**src/rtl/cla_pkg.sv**
```systemverilog
// rtl/cla_pkg.sv - shared types and constants for the serial carry-lookahead adder
package cla_pkg;

   localparam int SLICE_W = 4;

   typedef enum logic [1:0] {
      IDLE = 2'd0,
      RUN  = 2'd1,
      DONE = 2'd2
   } state_t;

   function automatic int nslice(input int width);
      return width / SLICE_W;
   endfunction

endpackage

`ifndef CLA_WIDTH_CHECK
`define CLA_WIDTH_CHECK(w) \
   if ((((w) % cla_pkg::SLICE_W) != 0) || ((w) < cla_pkg::SLICE_W)) begin : g_width_err \
      $error("cla_serial_adder: WIDTH must be a positive multiple of 4"); \
   end
`endif

```
**src/rtl/cla_slice4.sv**
```systemverilog
// rtl/cla_slice4.sv - combinational 4-bit carry-lookahead slice
module cla_slice4 (
   output logic [3:0] sum,
   output logic       cout,
   input  logic [3:0] a,
   input  logic [3:0] b,
   input  logic       cin
);

   logic [3:0] g;
   logic [3:0] p;
   logic       c1;
   logic       c2;
   logic       c3;

   assign g = a & b;
   assign p = a ^ b;

   // Every carry is a flat sum of products of g/p and cin, so no ripple inside the slice.
   assign c1   = g[0] | (p[0] & cin);
   assign c2   = g[1] | (p[1] & g[0]) | (p[1] & p[0] & cin);
   assign c3   = g[2] | (p[2] & g[1]) | (p[2] & p[1] & g[0])
               | (p[2] & p[1] & p[0] & cin);
   assign cout = g[3] | (p[3] & g[2]) | (p[3] & p[2] & g[1])
               | (p[3] & p[2] & p[1] & g[0])
               | (p[3] & p[2] & p[1] & p[0] & cin);

   assign sum = p ^ {c3, c2, c1, cin};

endmodule

```
**src/rtl/cla_serial_adder.sv**
```systemverilog
// rtl/cla_serial_adder.sv - multi-cycle adder running one 4-bit lookahead slice per clock
module cla_serial_adder
   import cla_pkg::*;
#(
   parameter int WIDTH = 16
) (
   input  logic             clk,
   input  logic             rst_n,
   input  logic             in_valid,
   output logic             in_ready,
   input  logic [WIDTH-1:0] a,
   input  logic [WIDTH-1:0] b,
   input  logic             cin,
   output logic             out_valid,
   input  logic             out_ready,
   output logic [WIDTH-1:0] sum,
   output logic             cout,
   output logic             overflow,
   output logic             busy
);

   localparam int NSLICE = nslice(WIDTH);
   localparam int CNT_W  = (NSLICE > 1) ? $clog2(NSLICE) : 1;

   `CLA_WIDTH_CHECK(WIDTH)

   state_t           state;
   logic [WIDTH-1:0] a_sh;
   logic [WIDTH-1:0] b_sh;
   logic [WIDTH-1:0] result;
   logic [WIDTH-1:0] merged;
   logic             carry;
   logic [CNT_W-1:0] cnt;
   logic             a_msb;
   logic             b_msb;
   logic [3:0]       slice_sum;
   logic             slice_cout;
   logic             last;

   cla_slice4 u_slice (
      .sum  (slice_sum),
      .cout (slice_cout),
      .a    (a_sh[SLICE_W-1:0]),
      .b    (b_sh[SLICE_W-1:0]),
      .cin  (carry)
   );

   // Result with the current slice already written in, so the final edge can publish it directly.
   always_comb begin
      merged = result;
      for (int k = 0; k < NSLICE; k++) begin
         if (cnt == CNT_W'(k)) begin
            merged[k*SLICE_W +: SLICE_W] = slice_sum;
         end
      end
   end

   assign last      = (cnt == CNT_W'(NSLICE - 1));
   assign in_ready  = (state == IDLE);
   assign out_valid = (state == DONE);
   assign busy      = (state != IDLE);

   always_ff @(posedge clk or negedge rst_n) begin
      if (!rst_n) begin
         state    <= IDLE;
         a_sh     <= '0;
         b_sh     <= '0;
         result   <= '0;
         carry    <= 1'b0;
         cnt      <= '0;
         a_msb    <= 1'b0;
         b_msb    <= 1'b0;
         sum      <= '0;
         cout     <= 1'b0;
         overflow <= 1'b0;
      end else begin
         case (state)
            IDLE: begin
               if (in_valid) begin
                  a_sh   <= a;
                  b_sh   <= b;
                  carry  <= cin;
                  cnt    <= '0;
                  result <= '0;
                  a_msb  <= a[WIDTH-1];
                  b_msb  <= b[WIDTH-1];
                  state  <= RUN;
               end
            end
            RUN: begin
               result <= merged;
               carry  <= slice_cout;
               a_sh   <= a_sh >> SLICE_W;
               b_sh   <= b_sh >> SLICE_W;
               cnt    <= cnt + 1'b1;
               // Visible outputs change only here, so they hold across IDLE and the next RUN.
               if (last) begin
                  sum      <= merged;
                  cout     <= slice_cout;
                  overflow <= (a_msb == b_msb) && (merged[WIDTH-1] != a_msb);
                  state    <= DONE;
               end
            end
            DONE: begin
               if (out_ready) begin
                  state <= IDLE;
               end
            end
            default: state <= IDLE;
         endcase
      end
   end

endmodule

```
**config.mk**
```make
export PLATFORM = sky130hd
export DESIGN_NAME = cla_serial_adder
export DESIGN_NICKNAME = d
export VERILOG_FILES = /design/src/rtl/cla_pkg.sv /design/src/rtl/cla_slice4.sv /design/src/rtl/cla_serial_adder.sv
export SDC_FILE = /design/constraint.sdc
export NUM_CORES = 1
export LEC_CHECK = 0
export ABC_AREA = 1
export BUFFER_PORTS_ARGS = -buffer_cell sky130_fd_sc_hd__buf_2
export CAP_MARGIN = 20
export CORE_ASPECT_RATIO = 1.5
export CORE_MARGIN = 1
export CORE_UTILIZATION = 59
export CTS_CLUSTER_SIZE = 20
export DETAILED_ROUTE_END_ITERATION = 10
export PLACE_DENSITY_LB_ADDON = 0.25
export SYNTH_ARGS = -nofsm -noshare
export SYNTH_HDL_FRONTEND = slang
export SYNTH_SLANG_ARGS = --single-unit
```
**constraint.sdc**
```tcl
create_clock -name clk -period 2.5 [get_ports clk]
set_input_delay 0.25 -clock clk [delete_from_list [all_inputs] [get_ports clk]]
set_output_delay 0.25 -clock clk [all_outputs]
set_load 0.02 [all_outputs]
```
==> run summary, run 1 <==
## Power
- 0.461 — combinational share of power
- 0.001861 uW — leakage component of the power
- 0.9237 mV — worst IR drop on VDD
- 1555 mW/mm^2 — power per standard cell area
- 0.328 — sequential fraction of design power
- 0.211 — Clk pwr share
- 0.4175 — Switching Share
- 3437 uW — internal power summed over all cells
- 2463 uW — net switching power figure

## Clocking
- 0.36 ns — worst-skew pair later-pin latency
- 3 — total number of H-tree levels
- 1 — number of buffers inserted for hold repair after clock tree synthesis
- 0 — Resize count post-CTS
- 70 — number of clock sinks seen by CTS
- 0.07 ns — clock slew at the register clock pins of the worst setup and hold paths
- 0 — Post-CTS Setup Inserts
- 9 — number of buffers inserted during clock tree synthesis
- 2 — Max Buffers Root-to-Sink
- sky130_fd_sc_hd__clkbuf_8 — master cell of the clock root buffer
- built — clock tree from TritonCTS

## Layout
- 447 — # nets final
- 0.2094 — share of layout cells above drive strength 1
- 396 — number of filler cells placed in the layout
- 0 — number of antenna repair diodes
- 18.81% — Syn-to-layout area delta
- 0.003794 mm^2 — Final Instance Area

## Placed design
- 0.7842 — gp weighted congestion
- 4.460 mm — HPWL after detailed placement
- 0.003503 mm^2 — placed cell area
- 57 — Port Buf Inserts

## Detailed routing
- 0 — residual DRC count
- 5.363 — average via count per standard cell
- 13.72 um — Avg WL per Cell
- 2542 — overall via count from detail_route
- 113 — Detailed Route Iter0 Violations
- 6.501 mm — final routed wirelength across all metal layers
- 4 — DRT Pass-1 Iters
- 0 — number of antenna-violating nets in the routed design

## Min path
- 2 — hold path cells
- state[1]$_DFFE_PN0P_ — terminating pin of the worst hold path
- out_ready — Min-Delay Startpoint
- input pin to flip-flop — type of the most critical hold path

## Timing
- 492.2 MHz — Fmax achieved
- 0.6950 ns — transition time at the pin with the least slew margin
- no — RSZ-0062 raised after global routing
- 0 ns — setup total negative slack
- 0.8126 — post-route clock period utilization
- 2.032 ns — Final Critical Period
- 0.5367 — worst max-slew margin expressed relative to the limit
- 0.01178 ns — worst clock skew
- 0 — total setup violations reported at the end of the flow
- 0 — number of max-slew violations in the final report
- 0 — Final Hold Fails

## Synth
- 393 — net count of the mapped netlist
- 1.000 — Post-synth ARST share
- sky130_fd_sc_hd__dfrtp_1 — predominant post-synthesis flop cell
- 0.5486 — part of the Yosys area used for sequential elements
- sky130_fd_sc_hd__dfrtp_1 — library cell with the largest summed area after synthesis
- 70 — synthesis-stage register bit count
- 28 — Synth cell types
- 0.5486 — area share of the largest cell type after synthesis
- sky130_fd_sc_hd__dfrtp_1 (55%), sky130_fd_sc_hd__nand2_1 (8.6%), sky130_fd_sc_hd__inv_1 (4.8%) — most area-consuming cells after synthesis
- 347 — cell count after synthesis
- sky130_fd_sc_hd__nand2_1 (73), sky130_fd_sc_hd__dfrtp_1 (70), sky130_fd_sc_hd__inv_1 (41) — leading cell types by count after synthesis
- sky130_fd_sc_hd__nand2_1 — dominant cell by count in the synthesized netlist
- 9.202 um^2 — average cell area after synthesis
- 0 — count of flip-flops with a built-in enable after synthesis
- 0.003193 mm^2 — Netlist Area Pre-Place
- 0 — YS warnings

## Die
- 58 — number of top-level pins
- 62.07 um — width of the die
- 92.10 um — DIE HEIGHT
- 0.6182 — Starting Density
- 32 — number of rows in the core area
- 0.005165 mm^2 — placeable core region
- 0.005716 mm^2 — die area

## Critical path
- flip-flop — Worst Setup Start Kind
- state[1]$_DFFE_PN0P_ — worst r2r src
- sky130_fd_sc_hd__inv_2 — cell seen most often among critical-path stages
- simple AND/OR/NAND/NOR gates — CP delay by family, top
- 6 — FF-to-FF path depth
- 2.28 ns — data arrival time at the worst-slack endpoint
- 0.53 ns — delay of the slowest critical-path stage
- flip-flop — CP endpoint kind
- a_sh[0]$_DFFE_PN0P_ — r2r endpoint
- 2 — worst path bufs/invs
- 0.47 ns — flop-to-flop setup slack
- 2.75 ns — data required time at the worst endpoint
- flip-flop to flip-flop — category of the critical setup timing path
- 28 — Worst Path Max Fanout
- sky130_fd_sc_hd__nor2_4 — CP max-delay cell
- nor2_2 -> nand2_1 -> inv_2 -> nor2_4 -> inv_2 -> o21a_1 — Cell Chain, Critical Path

## Global routing
- met2 — highest-utilization routing layer at the global route stage
- 11.04 mm — first-pass GRT wire length
- 0.4220 — met2 demand-to-capacity share in global routing
- 0.2694 — GRT Total Usage
- 0 — total overflow reported by the global router
- 0.3257 — global routing met1 resource utilization
- 0.05360 — met3 track utilization from global routing
- 2514 — via count of the first global-routing pass
- 0 — initial antenna violation count
- 51 — maximum number of pins on one net before global-route repair

## Job
- 0 — number of max-cap violations

## Status
- complete, no violations — result of the run

==> worst max path at each step <==
stage                                    start                      to  slack [ns]  cells after the start
after floorplan            a_sh[2]$_DFFE_PN0P_  result[11]$_DFFE_PN0P_        0.93                      9
after global placement    state[1]$_DFFE_PN0P_     b_sh[0]$_DFFE_PN0P_        0.53                      6
after detailed placement  state[1]$_DFFE_PN0P_     b_sh[0]$_DFFE_PN0P_        0.48                      6
after CTS                 state[1]$_DFFE_PN0P_     a_sh[0]$_DFFE_PN0P_        0.45                      6
after global routing      state[1]$_DFFE_PN0P_     a_sh[0]$_DFFE_PN0P_        0.29                      6
final                     state[1]$_DFFE_PN0P_     a_sh[0]$_DFFE_PN0P_        0.47                      6
==> power by group through the flow <==
stage / logic [uW] / registers (uW) / clock network (uW)
after floorplan: 1950 / 2050 / 0
after global placement: 2630 / 1920 / 0
after detailed placement: 2710 / 1950 / 0
after CTS: 2750 / 1940 / 1260
after global routing: 3130 / 2000 / 1300
final: 2720 / 1930 / 1250
==> layer usage <==
layer | share of wire | up-vias
met2 | 0.50 | 66
met3 | 0.037 | 22
met1 | 0.42 | 1196
met4 | 0.040 | 0
li1 | - | 1258
met5 | 0 | -
==> area by class of cell <==
| class | instances | area [um^2] | share of cell area |
|---|---|---|---|
| multi-input combinational | 213 | 1174 | 0.3094 |
| tap | 68 | 85.08 | 0.02243 |
| clock inverter | 5 | 128.9 | 0.03397 |
| sequential | 70 | 1752 | 0.4617 |
| inverter | 46 | 172.7 | 0.04551 |
| timing repair buffer | 61 | 330.3 | 0.08707 |
| clock buffer | 11 | 151.4 | 0.03991 |
==> cell families (layout without fill, tap and decap cells) <==
family,Yosys count,count (layout),share of synthesized area
AND/OR/NAND/NOR,118,118,0.1661
AO/OA/AOI/OAI,84,84,0.1583
buffers and inverters,64,123,0.08385
flip-flops,70,70,0.5486
XOR/XNOR,2,2,0.005487
adder cells (fa/ha/maj),9,9,0.03762
==> layout by cell type, fill, tap and decap left out, drive strengths merged <==
cell and count:
a221oi 16, o22ai 2, o21ai 49, a21oi 8, dfrtp 70, o31ai 1, xnor2 2, nor3 24
nand4 1, clkinv 1, ha 8, dlygate4sd3 1, nand2 73, fa 1, clkbuf 11, o21a 8
inv 46, nand3 11, nor2 6, buf 60, or2 3, bufinv 4
==> registers in the layout, summed over array words and instances, names as in the netlist <==
name      count
state         2
b_msb         1
a_msb         1
cout          1
overflow      1
carry         1
result       13
a_sh         16
sum          16
cnt           2
b_sh         16
==> per-stage QoR <==
stage	util	cells	power, uW	hold WS, ns	setup slack [ns]
after CTS	0.7345	474	5940	0.06192	0.4529
final	0.7345	474	5901	0.06273	0.4684
after detailed placement	0.6783	457	4664	0.3330	0.4759
after global placement	0.6783	457	4548	0.3314	0.5319
after floorplan	-	347	4000	-0.04559	0.9288
after global routing	0.7345	474	6427	0.06679	0.2865
No activity file was read; power rests on OpenSTA's default activity.
==> run 2: changes to the inputs <==
--- a/config.mk
+++ b/config.mk
@@ -10,7 +10,7 @@
 export CAP_MARGIN = 20
 export CORE_ASPECT_RATIO = 1.5
 export CORE_MARGIN = 1
-export CORE_UTILIZATION = 59
+export CORE_UTILIZATION = 55
 export CTS_CLUSTER_SIZE = 20
 export DETAILED_ROUTE_END_ITERATION = 10
 export PLACE_DENSITY_LB_ADDON = 0.25
==> constraint.sdc (replaced) <==
create_clock -name clk -period 2 [get_ports clk]
set_input_delay 0.2 -clock clk [delete_from_list [all_inputs] [get_ports clk]]
set_output_delay 0.2 -clock clk [all_outputs]
set_load 0.02 [all_outputs]
==> run 2 against run 1 <==
  * Fmax is 9.8% higher
  * Flip-flop and latch count stayed put
  * Critical path depth is 3 higher
  * Critical path type unchanged
  * Critical endpoint is now result[11]$_DFFE_PN0P_
  * Largest cell class unchanged
==> run summary, run 2 (synthesized netlist as in run 1, its figures left out) <==
## Status
- complete, no violations — result of the run

## Placed design
- 0.06377 ns — Worst Setup Slack post-DPL
- 0.7949 — gp weighted congestion
- 57 — Port Buf Inserts
- 4.305 mm — HPWL after detailed placement

## Critical path
- 2.26 ns — data required time at the worst endpoint
- sky130_fd_sc_hd__nand2_1 — cell seen most often among critical-path stages
- flip-flop — CP endpoint kind
- 0.40 ns — delay of the slowest critical-path stage
- flip-flop to flip-flop — category of the critical setup timing path
- flip-flop — Worst Setup Start Kind
- 4 — Worst Path Max Fanout
- 2.11 ns — data arrival time at the worst-slack endpoint
- ha_1 -> or2_0 -> nand2_1 -> nand2_1 -> nand2_1 -> nand2_1 -> nand2_1 -> o21ai_0 -> o21ai_0 — Cell Chain, Critical Path
- sky130_fd_sc_hd__dfrtp_1 — CP max-delay cell

## Clocking
- 70 — number of clock sinks seen by CTS
- 3 — total number of H-tree levels
- 0.35 ns — worst-skew pair later-pin latency
- 0.08 ns — clock slew at the register clock pins of the worst setup and hold paths
- 0 — Post-CTS Setup Inserts
- sky130_fd_sc_hd__clkbuf_8 — master cell of the clock root buffer
- built — clock tree from TritonCTS
- 2 — Max Buffers Root-to-Sink
- 9 — number of buffers inserted during clock tree synthesis

## Layout
- 0 — number of antenna repair diodes
- sky130_fd_sc_hd__nand2_1 — most common cell after layout, fill and taps aside
- 454 — number of filler cells placed in the layout
- sky130_fd_sc_hd__nand2_1 (73), sky130_fd_sc_hd__dfrtp_1 (70), sky130_fd_sc_hd__buf_2 (57) — commonest cells after routing, fill and taps aside
- 17.52% — Syn-to-layout area delta
- 0.2132 — share of layout cells above drive strength 1
- 0.001752 mm^2 — combined flip-flop and latch cell area
- 449 — # nets final
- 0.001180 mm^2 — area used by multi-input combinational logic
- a_sh (16), b_sh (16), sum (16) — Largest regs

## Power
- 0.9466 mV — worst IR drop on VDD
- 0.001837 uW — leakage component of the power
- 7097 uW — Tot Pwr
- 1891 mW/mm^2 — power per standard cell area

## Detailed routing
- 2529 — overall via count from detail_route
- 0 — residual DRC count
- 13.55 um — Avg WL per Cell
- 151 — Detailed Route Iter0 Violations
- 4 — DRT Pass-1 Iters
- 6.475 mm — final routed wirelength across all metal layers
- 5.291 — average via count per standard cell
- 0 — number of antenna-violating nets in the routed design

## Timing
- 0 — Final Hold Fails
- 1.850 ns — Final Critical Period
- 0 — total setup violations reported at the end of the flow
- 0.7144 ns — transition time at the pin with the least slew margin
- 0 ns — setup total negative slack
- 540.7 MHz — Fmax achieved
- 0.02926 ns — worst-case hold slack
- 0.9248 — post-route clock period utilization
- 0 — number of max-slew violations in the final report
- 0.5232 — worst max-slew margin expressed relative to the limit
- 0.1505 ns — slack of the critical path
- no — RSZ-0062 raised after global routing
- 0.008773 ns — worst clock skew

## Min path
- input pin to flip-flop — type of the most critical hold path

## Die
- 64.21 um — width of the die
- 0.5771 — Starting Density
- 33 — number of rows in the core area
- 58 — number of top-level pins
- 0.006121 mm^2 — die area
- 95.32 um — DIE HEIGHT
- 0.005533 mm^2 — placeable core region

## Global routing
- 0.2251 — GRT Total Usage
- 71 — maximum number of pins on one net before global-route repair
- 10.45 mm — first-pass GRT wire length
- 2369 — via count of the first global-routing pass
- 0 — total overflow reported by the global router
- 0 — initial antenna violation count

## Job
- 0 — number of max-cap violations

run 2: cell count changes in the layout (fill, tap and decap cells not counted):
| cell | change |
|---|---|
| sky130_fd_sc_hd__bufinv_16 | -2 |
| sky130_fd_sc_hd__clkinv_2 | +2 |
| sky130_fd_sc_hd__clkinvlp_4 | +2 |
| sky130_fd_sc_hd__buf_4 | +1 |
| sky130_fd_sc_hd__clkbuf_8 | -1 |
| sky130_fd_sc_hd__clkinv_4 | -1 |
| sky130_fd_sc_hd__nor2_2 | +1 |
run 2: timing repair:
action	in CTS	in global routing
setup endpoints to repair	0	21
hold endpoints to repair	70	0
hold buffers	1	0
resized for setup	0	0
run 2: critical path: cells and delay by family, from the launching register on:
family | cells | cell delay, ns
simple gates | 6 | 0.74
flops | 1 | 0.40
compound gates | 2 | 0.30
fa+ha+maj | 1 | 0.34
run 2: worst paths after layout:
kind / to / cells after the start / slack, ns / startpoint
setup / recovery: result[11]$_DFFE_PN0P_ / 9 / 0.15 / a_sh[2]$_DFFE_PN0P_
hold / removal: state[1]$_DFFE_PN0P_ / 2 / 0.03 / out_ready
setup reg to reg: result[11]$_DFFE_PN0P_ / 9 / 0.15 / a_sh[2]$_DFFE_PN0P_
hold reg to reg: sum[8]$_DFFE_PN0P_ / 2 / 0.47 / sum[8]$_DFFE_PN0P_
max in group asynchronous: b_sh[5]$_DFFE_PN0P_ / 3 / 1.32 / rst_n
min in group asynchronous: a_sh[7]$_DFFE_PN0P_ / 3 / 0.40 / rst_n
run 2: through the flow:
step | utilization | std cells | cell area, um^2
2_1_floorplan | - | 347 | 3193
3_3_place_gp | 0.6350 | 460 | 3513
3_5_place_dp | 0.6350 | 460 | 3513
4_1_cts | 0.6771 | 477 | 3746
5_1_grt | 0.6782 | 478 | 3752
6_report | 0.6782 | 478 | 3752
run 2: cell type report:
type,instances,share of cell area
Clock buffer,10,0.03668
Multi-Input combinational cell,214,0.3144
Tap cell,70,0.02334
Clock inverter,6,0.02267
Inverter,46,0.04602
Timing Repair Buffer,62,0.09003
Sequential cell,70,0.4668
run 2: power breakdown:
group / switching, uW / internal (uW) / leakage (uW)
clock network: 535 / 731 / 0.000108
registers: 306 / 2090 / 0.000862
logic: 2240 / 1190 / 0.000867
total: 3080 / 4010 / 0.00184
run 2: metal layers:
metal  global-route usage  wire length, um  part of all wire
met5                    0                0                 0
met4               0.1093              136             0.021
met3              0.04904              238             0.037
met2               0.3945             3309              0.51
met1               0.2599             2790              0.43
==> run 3: changes to the inputs <==
--- a/config.mk
+++ b/config.mk
@@ -5,7 +5,6 @@
 export SDC_FILE = /design/constraint.sdc
 export NUM_CORES = 1
 export LEC_CHECK = 0
-export ABC_AREA = 1
 export BUFFER_PORTS_ARGS = -buffer_cell sky130_fd_sc_hd__buf_2
 export CAP_MARGIN = 20
 export CORE_ASPECT_RATIO = 1.5
@@ -14,6 +13,8 @@
 export CTS_CLUSTER_SIZE = 20
 export DETAILED_ROUTE_END_ITERATION = 10
 export PLACE_DENSITY_LB_ADDON = 0.25
+export SETUP_SLACK_MARGIN = 0.1
 export SYNTH_ARGS = -nofsm -noshare
 export SYNTH_HDL_FRONTEND = slang
 export SYNTH_SLANG_ARGS = --single-unit
+export TNS_END_PERCENT = 5
==> run 3 against run 2 <==
  * Register-to-register slack better by 0.11 ns
  * Die area is 3.2% higher
  * Fmax is 6.2% higher
  * Via count is 1.9% lower
  * Routed wire length is 7.3% higher
  * Worst hold slack better by 0.024 ns
  * Sequential share of layout area is 2.0 points lower
  * Critical endpoint unchanged
==> run summary, run 3 <==
## Status
- complete, no violations — result of the run

## Global routing
- 41 — maximum number of pins on one net before global-route repair
- 12.00 mm — first-pass GRT wire length
- 2559 — via count of the first global-routing pass
- 0 — initial antenna violation count
- 0.2523 — GRT Total Usage
- 0 — total overflow reported by the global router

## Clocking
- 0.35 ns — worst-skew pair later-pin latency
- 3 — total number of H-tree levels
- 69 — number of clock sinks seen by CTS
- built — clock tree from TritonCTS
- 1 — number of buffers inserted for hold repair after clock tree synthesis
- 0.07 ns — clock slew at the register clock pins of the worst setup and hold paths
- 2 — Max Buffers Root-to-Sink
- 0 — Resize count post-CTS
- sky130_fd_sc_hd__clkbuf_8 — master cell of the clock root buffer
- 0 — Post-CTS Setup Inserts
- 9 — number of buffers inserted during clock tree synthesis

## Critical path
- 6 — FF-to-FF path depth
- 1.95 ns — data arrival time at the worst-slack endpoint
- flip-flop — Worst Setup Start Kind
- 0.26 ns — flop-to-flop setup slack
- 2.21 ns — data required time at the worst endpoint
- result[11]$_DFFE_PN0P_ — r2r endpoint
- 7 — Worst Path Max Fanout
- b_sh[1]$_DFFE_PN0P_ — worst r2r src
- flip-flop to flip-flop — category of the critical setup timing path
- flip-flop — CP endpoint kind

## Die
- 58 — number of top-level pins
- 65.22 um — width of the die
- 34 — number of rows in the core area
- 0.005786 mm^2 — placeable core region
- 0.006314 mm^2 — die area
- 96.83 um — DIE HEIGHT
- 0.5699 — Starting Density

## Synth
- 0.5237 — part of the Yosys area used for sequential elements
- sky130_fd_sc_hd__dfrtp_1 (69), sky130_fd_sc_hd__nand2_1 (65), sky130_fd_sc_hd__o21ai_0 (47) — leading cell types by count after synthesis
- 36 — Synth cell types
- 0 — YS warnings
- 320 — cell count after synthesis
- 366 — net count of the mapped netlist
- 0.003297 mm^2 — Netlist Area Pre-Place
- 69 — synthesis-stage register bit count
- sky130_fd_sc_hd__dfrtp_1 — library cell with the largest summed area after synthesis
- sky130_fd_sc_hd__dfrtp_1 — dominant cell by count in the synthesized netlist
- 10.30 um^2 — average cell area after synthesis
- sky130_fd_sc_hd__dfrtp_1 (52%), sky130_fd_sc_hd__nand2_1 (7.4%), sky130_fd_sc_hd__mux2i_1 (7.3%) — most area-consuming cells after synthesis
- 0 — count of flip-flops with a built-in enable after synthesis
- 1.000 — Post-synth ARST share
- 0.5237 — area share of the largest cell type after synthesis
- sky130_fd_sc_hd__dfrtp_1 — predominant post-synthesis flop cell

## Detailed routing
- 6.947 mm — final routed wirelength across all metal layers
- 2481 — overall via count from detail_route
- 163 — Detailed Route Iter0 Violations
- 4 — DRT Pass-1 Iters
- 0 — residual DRC count
- 15.27 um — Avg WL per Cell
- 5.453 — average via count per standard cell
- 0 — number of antenna-violating nets in the routed design

## Timing
- no — RSZ-0062 raised after global routing
- 0.6285 ns — transition time at the pin with the least slew margin
- 0 ns — setup total negative slack
- 0.5810 — worst max-slew margin expressed relative to the limit
- 0.8704 — post-route clock period utilization
- 0 — total setup violations reported at the end of the flow
- 0.01015 ns — worst clock skew
- 1.741 ns — Final Critical Period
- 0 — Final Hold Fails
- 0 — number of max-slew violations in the final report
- 574.4 MHz — Fmax achieved

## Layout
- 0.6678 — final core utilization
- a_sh (16), b_sh (16), sum (16) — Largest regs
- 0 — number of antenna repair diodes
- sky130_fd_sc_hd__dfrtp_1 — most common cell after layout, fill and taps aside
- sky130_fd_sc_hd__dfrtp_1 (69), sky130_fd_sc_hd__nand2_1 (65), sky130_fd_sc_hd__buf_2 (57) — commonest cells after routing, fill and taps aside
- 484 — number of filler cells placed in the layout
- 424 — # nets final
- 455 — number of standard cells in the layout, taps in and fillers out
- 0.2272 — share of layout cells above drive strength 1
- 17.19% — Syn-to-layout area delta

## Min path
- input pin to flip-flop — type of the most critical hold path
- 3 — hold path cells
- a[12] — Min-Delay Startpoint
- a_sh[12]$_DFFE_PN0P_ — terminating pin of the worst hold path

## Placed design
- 0.8837 — gp weighted congestion
- 438 — number of cells in the design after placement
- 57 — Port Buf Inserts
- 4.960 mm — HPWL after detailed placement

## Power
- 6430 uW — Tot Pwr
- 1664 mW/mm^2 — power per standard cell area
- 0.9294 mV — worst IR drop on VDD
- 0.001888 uW — leakage component of the power

## Job
- 0 — number of max-cap violations

run 3: cell types whose count changed after synthesis, moves of 15 or more:
| cell | previous run | this run |
|---|---|---|
| sky130_fd_sc_hd__a221oi_1 | 16 | 0 |
| sky130_fd_sc_hd__inv_1 | 41 | 5 |
| sky130_fd_sc_hd__mux2i_1 | 0 | 24 |
| sky130_fd_sc_hd__nor3_1 | 24 | 0 |
| sky130_fd_sc_hd__o21ai_0 | 29 | 47 |
| sky130_fd_sc_hd__o21ai_1 | 20 | 5 |
run 3: kinds of logic (layout without fill, tap and decap cells):
kind of cell	count (synthesis)	after routing	share of synthesized area
AOI/OAI and AO/OA	94	94	0.1693
muxes	27	27	0.08425
and+or+nand+nor	89	89	0.1230
DFF	69	69	0.5237
adders and majority gates	9	9	0.03643
xor gates and xnor gates	5	5	0.01556
buffers and inverters	27	90	0.04782
run 3: cell type report:
| cell class | count | area [um^2] | area share |
|---|---|---|---|
| Clock buffer | 15 | 156.4 | 0.04048 |
| Timing Repair Buffer | 69 | 415.4 | 0.1075 |
| Clock inverter | 1 | 30.03 | 0.007772 |
| Sequential cell | 69 | 1727 | 0.4469 |
| Inverter | 5 | 18.77 | 0.004858 |
| Tap cell | 72 | 90.09 | 0.02332 |
| Multi-Input combinational cell | 224 | 1426 | 0.3692 |
run 3: critical path, stage by stage, from the launching register on:
cell and delay [ns]:
sky130_fd_sc_hd__dfrtp_1 0.40, sky130_fd_sc_hd__ha_1 0.37, sky130_fd_sc_hd__a41oi_1 0.25, sky130_fd_sc_hd__o21ai_2 0.11, sky130_fd_sc_hd__xnor2_2 0.19, sky130_fd_sc_hd__buf_4 0.19, sky130_fd_sc_hd__o21ai_0 0.10
run 3: metrics by stage:
step,setup slack [ns],cell area [um^2],hold slack [ns]
floorplan,0.2689,3297,-0.09559
global placement,0.2934,3667,0.2522
detailed placement,0.2604,3667,0.2507
CTS,0.2459,3864,0.04575
global route,0.1376,3864,0.05848
finish,0.2591,3864,0.05359
run 3: power breakdown:
| group | internal [uW] | switching [uW] | leakage (uW) | total, uW |
|---|---|---|---|---|
| registers | 1950 | 343 | 0.000898 | 2300 |
| logic | 1230 | 1800 | 0.000898 | 3030 |
| clock network | 614 | 494 | 0.0000919 | 1110 |
| total | 3790 | 2640 | 0.00189 | 6430 |
run 3: how the worst max path moves through the flow:
| stage | slack (ns) | to | start |
|---|---|---|---|
| after floorplan | 0.27 | overflow$_DFFE_PN0P_ | a_sh[1]$_DFFE_PN0P_ |
| after global routing | 0.14 | overflow$_DFFE_PN0P_ | b_sh[1]$_DFFE_PN0P_ |
| after CTS | 0.25 | sum[11]$_DFFE_PN0P_ | b_sh[1]$_DFFE_PN0P_ |
| final | 0.26 | result[11]$_DFFE_PN0P_ | b_sh[1]$_DFFE_PN0P_ |
| after detailed placement | 0.26 | overflow$_DFFE_PN0P_ | a_sh[1]$_DFFE_PN0P_ |
| after global placement | 0.29 | overflow$_DFFE_PN0P_ | b_sh[1]$_DFFE_PN0P_ |
run 3: metal layers:
metal / global-route usage / wire length (um) / vias to the layer above
met3: 0.06958 / 309 / 13
li1: - / - / 1213
met4: 0.1187 / 140 / 0
met1: 0.2977 / 2860 / 1187
met2: 0.4155 / 3637 / 68
met5: 0 / 0 / -
